File: config.mk
export PLATFORM = sky130hd
export DESIGN_NAME = trap_arbiter
export DESIGN_NICKNAME = d
export VERILOG_FILES = /design/src/rtl/trap_arbiter.sv
export SDC_FILE = /design/constraint.sdc
export NUM_CORES = 1
export LEC_CHECK = 0
export CAP_MARGIN = 15
export CORE_MARGIN = 4
export CORE_UTILIZATION = 28
export DETAILED_ROUTE_END_ITERATION = 12
export GPL_TIMING_DRIVEN = 0
export PLACE_DENSITY_LB_ADDON = 0.15
export SYNTH_ARGS = -nofsm -noshare
export SYNTH_HDL_FRONTEND = slang
export SYNTH_SLANG_ARGS = --single-unit
File: constraint.sdc
create_clock -name clk -period 1.49 [get_ports clk]
set_input_delay 0.2235 -clock clk [delete_from_list [all_inputs] [get_ports clk]]
set_output_delay 0.2235 -clock clk [all_outputs]
set_load 0.01 [all_outputs]
File: src/rtl/trap_arbiter.sv
// -----------------------------------------------------------------------------
// trap_arbiter
//
// Arbitrates the writeback-stage control events that need the privileged unit
// (CSR writes, MRET, synchronous exceptions and external interrupts). One
// event at a time is offered on a valid/ready request channel. MRET, EXC and
// INT are followed by a one-cycle pipeline flush. Writeback is stalled from the
// cycle an event is selected until the request is accepted.
//
// Ports
//   clk          in   single clock, rising edge
//   resetn       in   asynchronous active-low reset
//   wb_valid     in   valid instruction at writeback; gates every event
//   wb_csr_we    in   CSR write request
//   wb_csr_addr  in   CSR address          [CSR_A_W]
//   wb_csr_data  in   CSR write data       [DATA_W]
//   wb_mret      in   MRET at writeback
//   wb_exc       in   exception at writeback
//   wb_exc_code  in   exception cause      [EXC_W]
//   wb_pc        in   writeback PC         [PC_W]
//   irq_raw      in   asynchronous interrupt lines [NUM_IRQ]
//   irq_en       in   per-channel interrupt enable [NUM_IRQ]
//   gie          in   global interrupt enable
//   req_valid    out  request present
//   req_ready    in   request accepted when high together with req_valid
//   req_kind     out  0=CSRW 1=MRET 2=EXC 3=INT
//   req_code     out  exception code or interrupt channel index [EXC_W]
//   req_pc       out  trapping PC (EXC/INT only) [PC_W]
//   req_addr     out  CSR address (CSRW only) [CSR_A_W]
//   req_data     out  CSR data (CSRW only) [DATA_W]
//   stall_o      out  freeze writeback
//   flush_o      out  one-cycle redirect pulse
// -----------------------------------------------------------------------------
module trap_arbiter #(
    parameter int                 NUM_IRQ     = 3,
    parameter logic [NUM_IRQ-1:0] EDGE_MASK   = '0,
    parameter int                 SYNC_STAGES = 2,
    parameter int                 PC_W        = 64,
    parameter int                 DATA_W      = 64,
    parameter int                 CSR_A_W     = 12,
    parameter int                 EXC_W       = 4
) (
    input  logic               clk,
    input  logic               resetn,
    input  logic               wb_valid,
    input  logic               wb_csr_we,
    input  logic [CSR_A_W-1:0] wb_csr_addr,
    input  logic [DATA_W-1:0]  wb_csr_data,
    input  logic               wb_mret,
    input  logic               wb_exc,
    input  logic [EXC_W-1:0]   wb_exc_code,
    input  logic [PC_W-1:0]    wb_pc,
    input  logic [NUM_IRQ-1:0] irq_raw,
    input  logic [NUM_IRQ-1:0] irq_en,
    input  logic               gie,
    output logic               req_valid,
    input  logic               req_ready,
    output logic [1:0]         req_kind,
    output logic [EXC_W-1:0]   req_code,
    output logic [PC_W-1:0]    req_pc,
    output logic [CSR_A_W-1:0] req_addr,
    output logic [DATA_W-1:0]  req_data,
    output logic               stall_o,
    output logic               flush_o
);

    localparam logic [1:0] KIND_CSRW = 2'd0;
    localparam logic [1:0] KIND_MRET = 2'd1;
    localparam logic [1:0] KIND_EXC  = 2'd2;
    localparam logic [1:0] KIND_INT  = 2'd3;

    typedef enum logic [1:0] {
        ST_IDLE  = 2'd0,
        ST_REQ   = 2'd1,
        ST_FLUSH = 2'd2
    } state_t;

    state_t state_reg;
    state_t state_next;

    logic [1:0]         req_kind_reg;
    logic [EXC_W-1:0]   req_code_reg;
    logic [PC_W-1:0]    req_pc_reg;
    logic [CSR_A_W-1:0] req_addr_reg;
    logic [DATA_W-1:0]  req_data_reg;

    // -------------------------------------------------------------------------
    // Interrupt synchroniser: SYNC_STAGES flops per line, stage 0 first.
    // -------------------------------------------------------------------------
    logic [NUM_IRQ-1:0] sync_reg [SYNC_STAGES];
    logic [NUM_IRQ-1:0] irq_sync;

    always_ff @(posedge clk or negedge resetn) begin
        if (!resetn) begin
            for (int s = 0; s < SYNC_STAGES; s++) begin
                sync_reg[s] <= '0;
            end
        end else begin
            sync_reg[0] <= irq_raw;
            for (int s = 1; s < SYNC_STAGES; s++) begin
                sync_reg[s] <= sync_reg[s-1];
            end
        end
    end

    assign irq_sync = sync_reg[SYNC_STAGES-1];

    // -------------------------------------------------------------------------
    // Pending state. Level channels follow the synchronised line; edge channels
    // latch a synchronised rising edge until their INT request is accepted.
    // -------------------------------------------------------------------------
    logic               req_accept;
    logic [NUM_IRQ-1:0] pending;
    logic [NUM_IRQ-1:0] eligible;

    genvar gi;
    generate
        for (gi = 0; gi < NUM_IRQ; gi++) begin : g_chan
            if (EDGE_MASK[gi]) begin : g_edge
                logic prev_reg;
                logic pend_reg;
                logic rise;
                logic clr_pend;

                assign rise     = irq_sync[gi] & ~prev_reg;
                assign clr_pend = req_accept && (req_kind_reg == KIND_INT) &&
                                  (req_code_reg == EXC_W'(gi));

                // A fresh edge in the clearing cycle wins, so it is not lost.
                always_ff @(posedge clk or negedge resetn) begin
                    if (!resetn) begin
                        prev_reg <= 1'b0;
                        pend_reg <= 1'b0;
                    end else begin
                        prev_reg <= irq_sync[gi];
                        pend_reg <= rise | (pend_reg & ~clr_pend);
                    end
                end

                assign pending[gi] = pend_reg;
            end else begin : g_level
                assign pending[gi] = irq_sync[gi];
            end
            assign eligible[gi] = pending[gi] & irq_en[gi] & gie;
        end
    endgenerate

    // Lowest-index eligible channel wins: scan downward, last hit is kept.
    logic             int_any;
    logic [EXC_W-1:0] int_idx;

    always_comb begin
        int_any = 1'b0;
        int_idx = '0;
        for (int i = NUM_IRQ - 1; i >= 0; i--) begin
            if (eligible[i]) begin
                int_any = 1'b1;
                int_idx = EXC_W'(i);
            end
        end
    end

    // -------------------------------------------------------------------------
    // Event selection (meaningful in IDLE only).
    // -------------------------------------------------------------------------
    logic               sel_any;
    logic [1:0]         sel_kind;
    logic [EXC_W-1:0]   sel_code;
    logic [PC_W-1:0]    sel_pc;
    logic [CSR_A_W-1:0] sel_addr;
    logic [DATA_W-1:0]  sel_data;

    always_comb begin
        sel_any  = 1'b0;
        sel_kind = KIND_CSRW;
        sel_code = '0;
        sel_pc   = '0;
        sel_addr = '0;
        sel_data = '0;
        if (wb_valid) begin
            if (wb_csr_we) begin
                sel_any  = 1'b1;
                sel_kind = KIND_CSRW;
                sel_addr = wb_csr_addr;
                sel_data = wb_csr_data;
            end else if (wb_mret) begin
                sel_any  = 1'b1;
                sel_kind = KIND_MRET;
            end else if (wb_exc) begin
                sel_any  = 1'b1;
                sel_kind = KIND_EXC;
                sel_code = wb_exc_code;
                sel_pc   = wb_pc;
            end else if (int_any) begin
                sel_any  = 1'b1;
                sel_kind = KIND_INT;
                sel_code = int_idx;
                sel_pc   = wb_pc;
            end
        end
    end

    // -------------------------------------------------------------------------
    // FSM
    // -------------------------------------------------------------------------
    logic stall_comb;
    logic flush_comb;

    always_comb begin
        state_next = state_reg;
        stall_comb = 1'b0;
        flush_comb = 1'b0;
        req_accept = 1'b0;
        case (state_reg)
            ST_IDLE: begin
                // req_ready is ignored here; nothing is being offered.
                if (sel_any) begin
                    state_next = ST_REQ;
                    stall_comb = 1'b1;
                end
            end
            ST_REQ: begin
                stall_comb = 1'b1;
                if (req_ready) begin
                    req_accept = 1'b1;
                    state_next = (req_kind_reg == KIND_CSRW) ? ST_IDLE : ST_FLUSH;
                end
            end
            ST_FLUSH: begin
                flush_comb = 1'b1;
                state_next = ST_IDLE;
            end
            default: begin
                state_next = ST_IDLE;
            end
        endcase
    end

    always_ff @(posedge clk or negedge resetn) begin
        if (!resetn) begin
            state_reg    <= ST_IDLE;
            req_kind_reg <= KIND_CSRW;
            req_code_reg <= '0;
            req_pc_reg   <= '0;
            req_addr_reg <= '0;
            req_data_reg <= '0;
        end else begin
            state_reg <= state_next;
            if (state_reg == ST_IDLE && sel_any) begin
                req_kind_reg <= sel_kind;
                req_code_reg <= sel_code;
                req_pc_reg   <= sel_pc;
                req_addr_reg <= sel_addr;
                req_data_reg <= sel_data;
            end
        end
    end

    assign req_valid = (state_reg == ST_REQ);
    assign req_kind  = req_kind_reg;
    assign req_code  = req_code_reg;
    assign req_pc    = req_pc_reg;
    assign req_addr  = req_addr_reg;
    assign req_data  = req_data_reg;
    // The IDLE stall is combinational on writeback inputs, so it is masked
    // by reset explicitly; the registered outputs are cleared by the flops.
    assign stall_o   = stall_comb & resetn;
    assign flush_o   = flush_comb;

endmodule

==> results.rst <==
.. list-table::
   :header-rows: 1

   * - Metric
     - Value
   * - Final design utilization
     - 0.497
   * - Power density over the cells
     - 1490 nW/um^2
   * - Detailed Place HPWL
     - 15.1 mm
   * - Kind of critical path
     - in2out
   * - Clock slew at reported path FFs
     - about 60 ps
   * - Maximum clock frequency
     - about 0.54 GHz
   * - GP Congestion
     - 0.849
   * - Count of unresolved DRC violations after routing
     - 0
   * - Critical-path cell list
     - clkdlybuf4s50_1 -> inv_1 -> o211ai_1 -> a21oi_1 -> nor3b_1 -> buf_2
   * - Violations in the final reports
     - negative hold slack, negative setup slack
   * - Routed wire per std cell
     - 18.4 um
   * - Post-synth top area cell
     - sky130_fd_sc_hd__dfrtp_1
   * - Number of routed nets with antenna violations
     - 0
   * - Ranking of synthesized cells by instance count
     - sky130_fd_sc_hd__dfrtp_1, sky130_fd_sc_hd__nand2_1, sky130_fd_sc_hd__inv_1
   * - Insertion delay to the later sink of the worst-skew pair
     - roughly 420 ps
   * - Minimum hold slack
     - -302 ps
   * - Max-slew violation total from the final report
     - 0
   * - Die boundary width
     - 158 um
   * - Core Rows
     - 54
   * - Worst slack at placement
     - -863 ps
   * - Total overflow reported by the global router
     - 0
   * - Run status
     - finished, violations left
   * - Synthesized Nets
     - 673
   * - Total routing resource utilization after global routing
     - 0.163
   * - Avg Vias per Cell
     - about 4.4
   * - Top area cells in the synthesized netlist
     - sky130_fd_sc_hd__dfrtp_1, sky130_fd_sc_hd__mux2i_1, sky130_fd_sc_hd__a22o_1
   * - Floorplan die height
     - around 160 um
   * - Pleak
     - 5.83 nW
   * - Number of enable-type register cells in the synthesized netlist
     - 0
   * - Classification of the worst-slack hold path
     - in2async
   * - Count of placed standard cells in the final layout, fillers left out
     - approximately 1.2k
   * - Final hold vios
     - 77
   * - Yosys top cell area share
     - 0.616
   * - Summed instance area of the synthesized netlist
     - about 6300 sq um
   * - Distinct cells, synth
     - 27
   * - Count of buffers inserted at the top-level ports
     - 305
   * - Slew HR
     - 0.680
   * - Clock root buffer master
     - sky130_fd_sc_hd__clkbuf_16
   * - Instance count of the mapped netlist
     - 515
   * - DP Area
     - between 9000 and 10,000 sq um
   * - Delay of the slowest cell on the worst path
     - roughly 530 ps
   * - Minimum clock period
     - 1850 ps
   * - Required time of the worst setup path
     - 1270 ps
   * - Routed wire length
     - 21.4 mm
   * - # clock sinks
     - 154
   * - Clock tree from TritonCTS
     - yes
   * - Via count
     - 5,170
   * - Max-Cap Viols
     - 0
   * - Fin worst setup slack
     - -357 ps
   * - Maximum clock skew at final layout
     - 11.1 ps
   * - Startpoint of the worst register-to-register path
     - irq_sync[2]
   * - Summed area of non-filler cells in the final layout
     - 10,900 sq um
   * - Worst Path Arrival
     - ~1600 ps
   * - Area growth from synthesis to layout
     - 73.7%
   * - H-tree level count
     - 4
   * - Final Net Count
     - 1,029
   * - Overall power of the completed layout
     - 16.2 mW
   * - Yosys warns
     - 0
   * - Number of search-and-repair iterations in the first detailed-routing pass
     - 4
   * - Most frequently used cell type in the post-synthesis netlist
     - sky130_fd_sc_hd__dfrtp_1
   * - Sequential element share of the synthesized area
     - 0.616
   * - Cell with the biggest individual delay on the critical path
     - sky130_fd_sc_hd__clkdlybuf4s50_1
   * - Pin count of the biggest net entering global routing
     - 79
   * - Most used flip-flop cell after synthesis
     - sky130_fd_sc_hd__dfrtp_1
   * - Placeable core region
     - 21,900 sq um
   * - Antenna violations before repair
     - 3
   * - Critical path launch point type
     - input pin
   * - Number of buffers on the longest clock path
     - 2
   * - Fraction of layout instances using a drive strength above 1
     - 0.119
   * - Crit path from
     - gie
   * - Global-route wire length before repair
     - 31.2 mm
   * - Dpl cells
     - 1,101
   * - Die Area
     - 24,800 sq um
   * - Element type at the critical path end
     - output pin
   * - Number of CTS-inserted buffers
     - 17
   * - Flops & latches, synth
     - 154
   * - Initial core utilization
     - 0.286
   * - Worst supply voltage drop on vdd
     - roughly 0.66 mV
   * - Tcrit/Tclk final
     - 1.24
   * - Post-synthesis average cell area
     - 12.2 sq um
   * - Number of setup violations in the final report
     - 147
   * - Via count of the first global-routing pass
     - about 5.5k
   * - Drt initial violations
     - 191
   * - Total negative slack for setup checks
     - -23,270 ps
   * - Maximum fanout along the worst path
     - 3
   * - Ys async rst share
     - 1.00
   * - Setup repair after global routing missed its margin
     - true
   * - Slew at the pin with the worst max-slew slack
     - 480 ps
   * - Number of top-level design ports
     - 307
## cell type report
type	instances	area, sq um
repair buffers	338	3490
fillers	1979	11000
well taps	280	350
clock inverters	12	141
inverters	78	293
multi-input cells	251	1920
flip-flops and latches	154	3850
plain buffers	31	380
diodes	2	5.00
clock buffers	18	439
## cells in the final DEF, fill, tap and decap left out, drive strengths merged, types with 4 or more instances in the layout
master and n:
nand2 79, clkinvlp 5, o21ai 4, dlygate4sd2 146, nand3 5, mux2i 76
a22o 64, buf 52, clkdlybuf4s50 154, inv 82, clkbuf 34, dfrtp 154
## power by group
part / total, mW / leakage [nW] / internal (mW) / switching (mW)
logic: 5.86 / 3.53 / 3.19 / 2.67
clock network: 4.35 / 0.268 / 2.52 / 1.83
registers: 5.99 / 2.03 / 5.36 / 0.631
total: 16.2 / 5.83 / 11.1 / 5.13
## logic make-up (layout without fill, tap and decap cells)
kind of cell	after synthesis	after routing	share of synthesized area
AO/OA/AOI/OAI	79	79	0.106
buffers and inverters	110	477	0.0893
flip-flops	154	154	0.616
multiplexers	78	78	0.125
other	0	2	0
AND/OR/NAND/NOR	94	94	0.0638
## metal layers
layer  vias to the layer above  global-route usage  routed length [um]
li1                       2431                   -                   -
met1                      2487               0.195                8650
met3                        25              0.0643                2170
met4                         2              0.0594                 459
met5                         -                   0                  13
met2                       225               0.268               10100
## critical path: cells and delay by family
kind	cells	cell delay, ps
AOI/OAI and AO/OA	2	400
buffers and inverters	3	810
and+or+nand+nor	1	190
## path summary, 6_finish.rpt
| path | slack, ps | cells after the start | end |
|---|---|---|---|
| worst max-delay path | -360 | 6 | stall_o |
| min in group clk | 240 | 1 | sync_reg[4] |
| worst max register to register | -340 | 8 | req_pc[39] |
| max in group asynchronous | 1040 | 2 | state_reg[0] |
| worst min-delay path | -300 | 1 | req_pc[4] |
| worst min register to register | 360 | 0 | irq_sync[0] |
## timing repair
item,4_1_cts,5_1_grt
gates cloned,10,9
setup buffers,12,6
hold endpoints to repair,77,77
resized for setup,201,30
pin swaps,59,21
setup endpoints to repair,294,148
No activity file was read; power rests on OpenSTA's default activity.
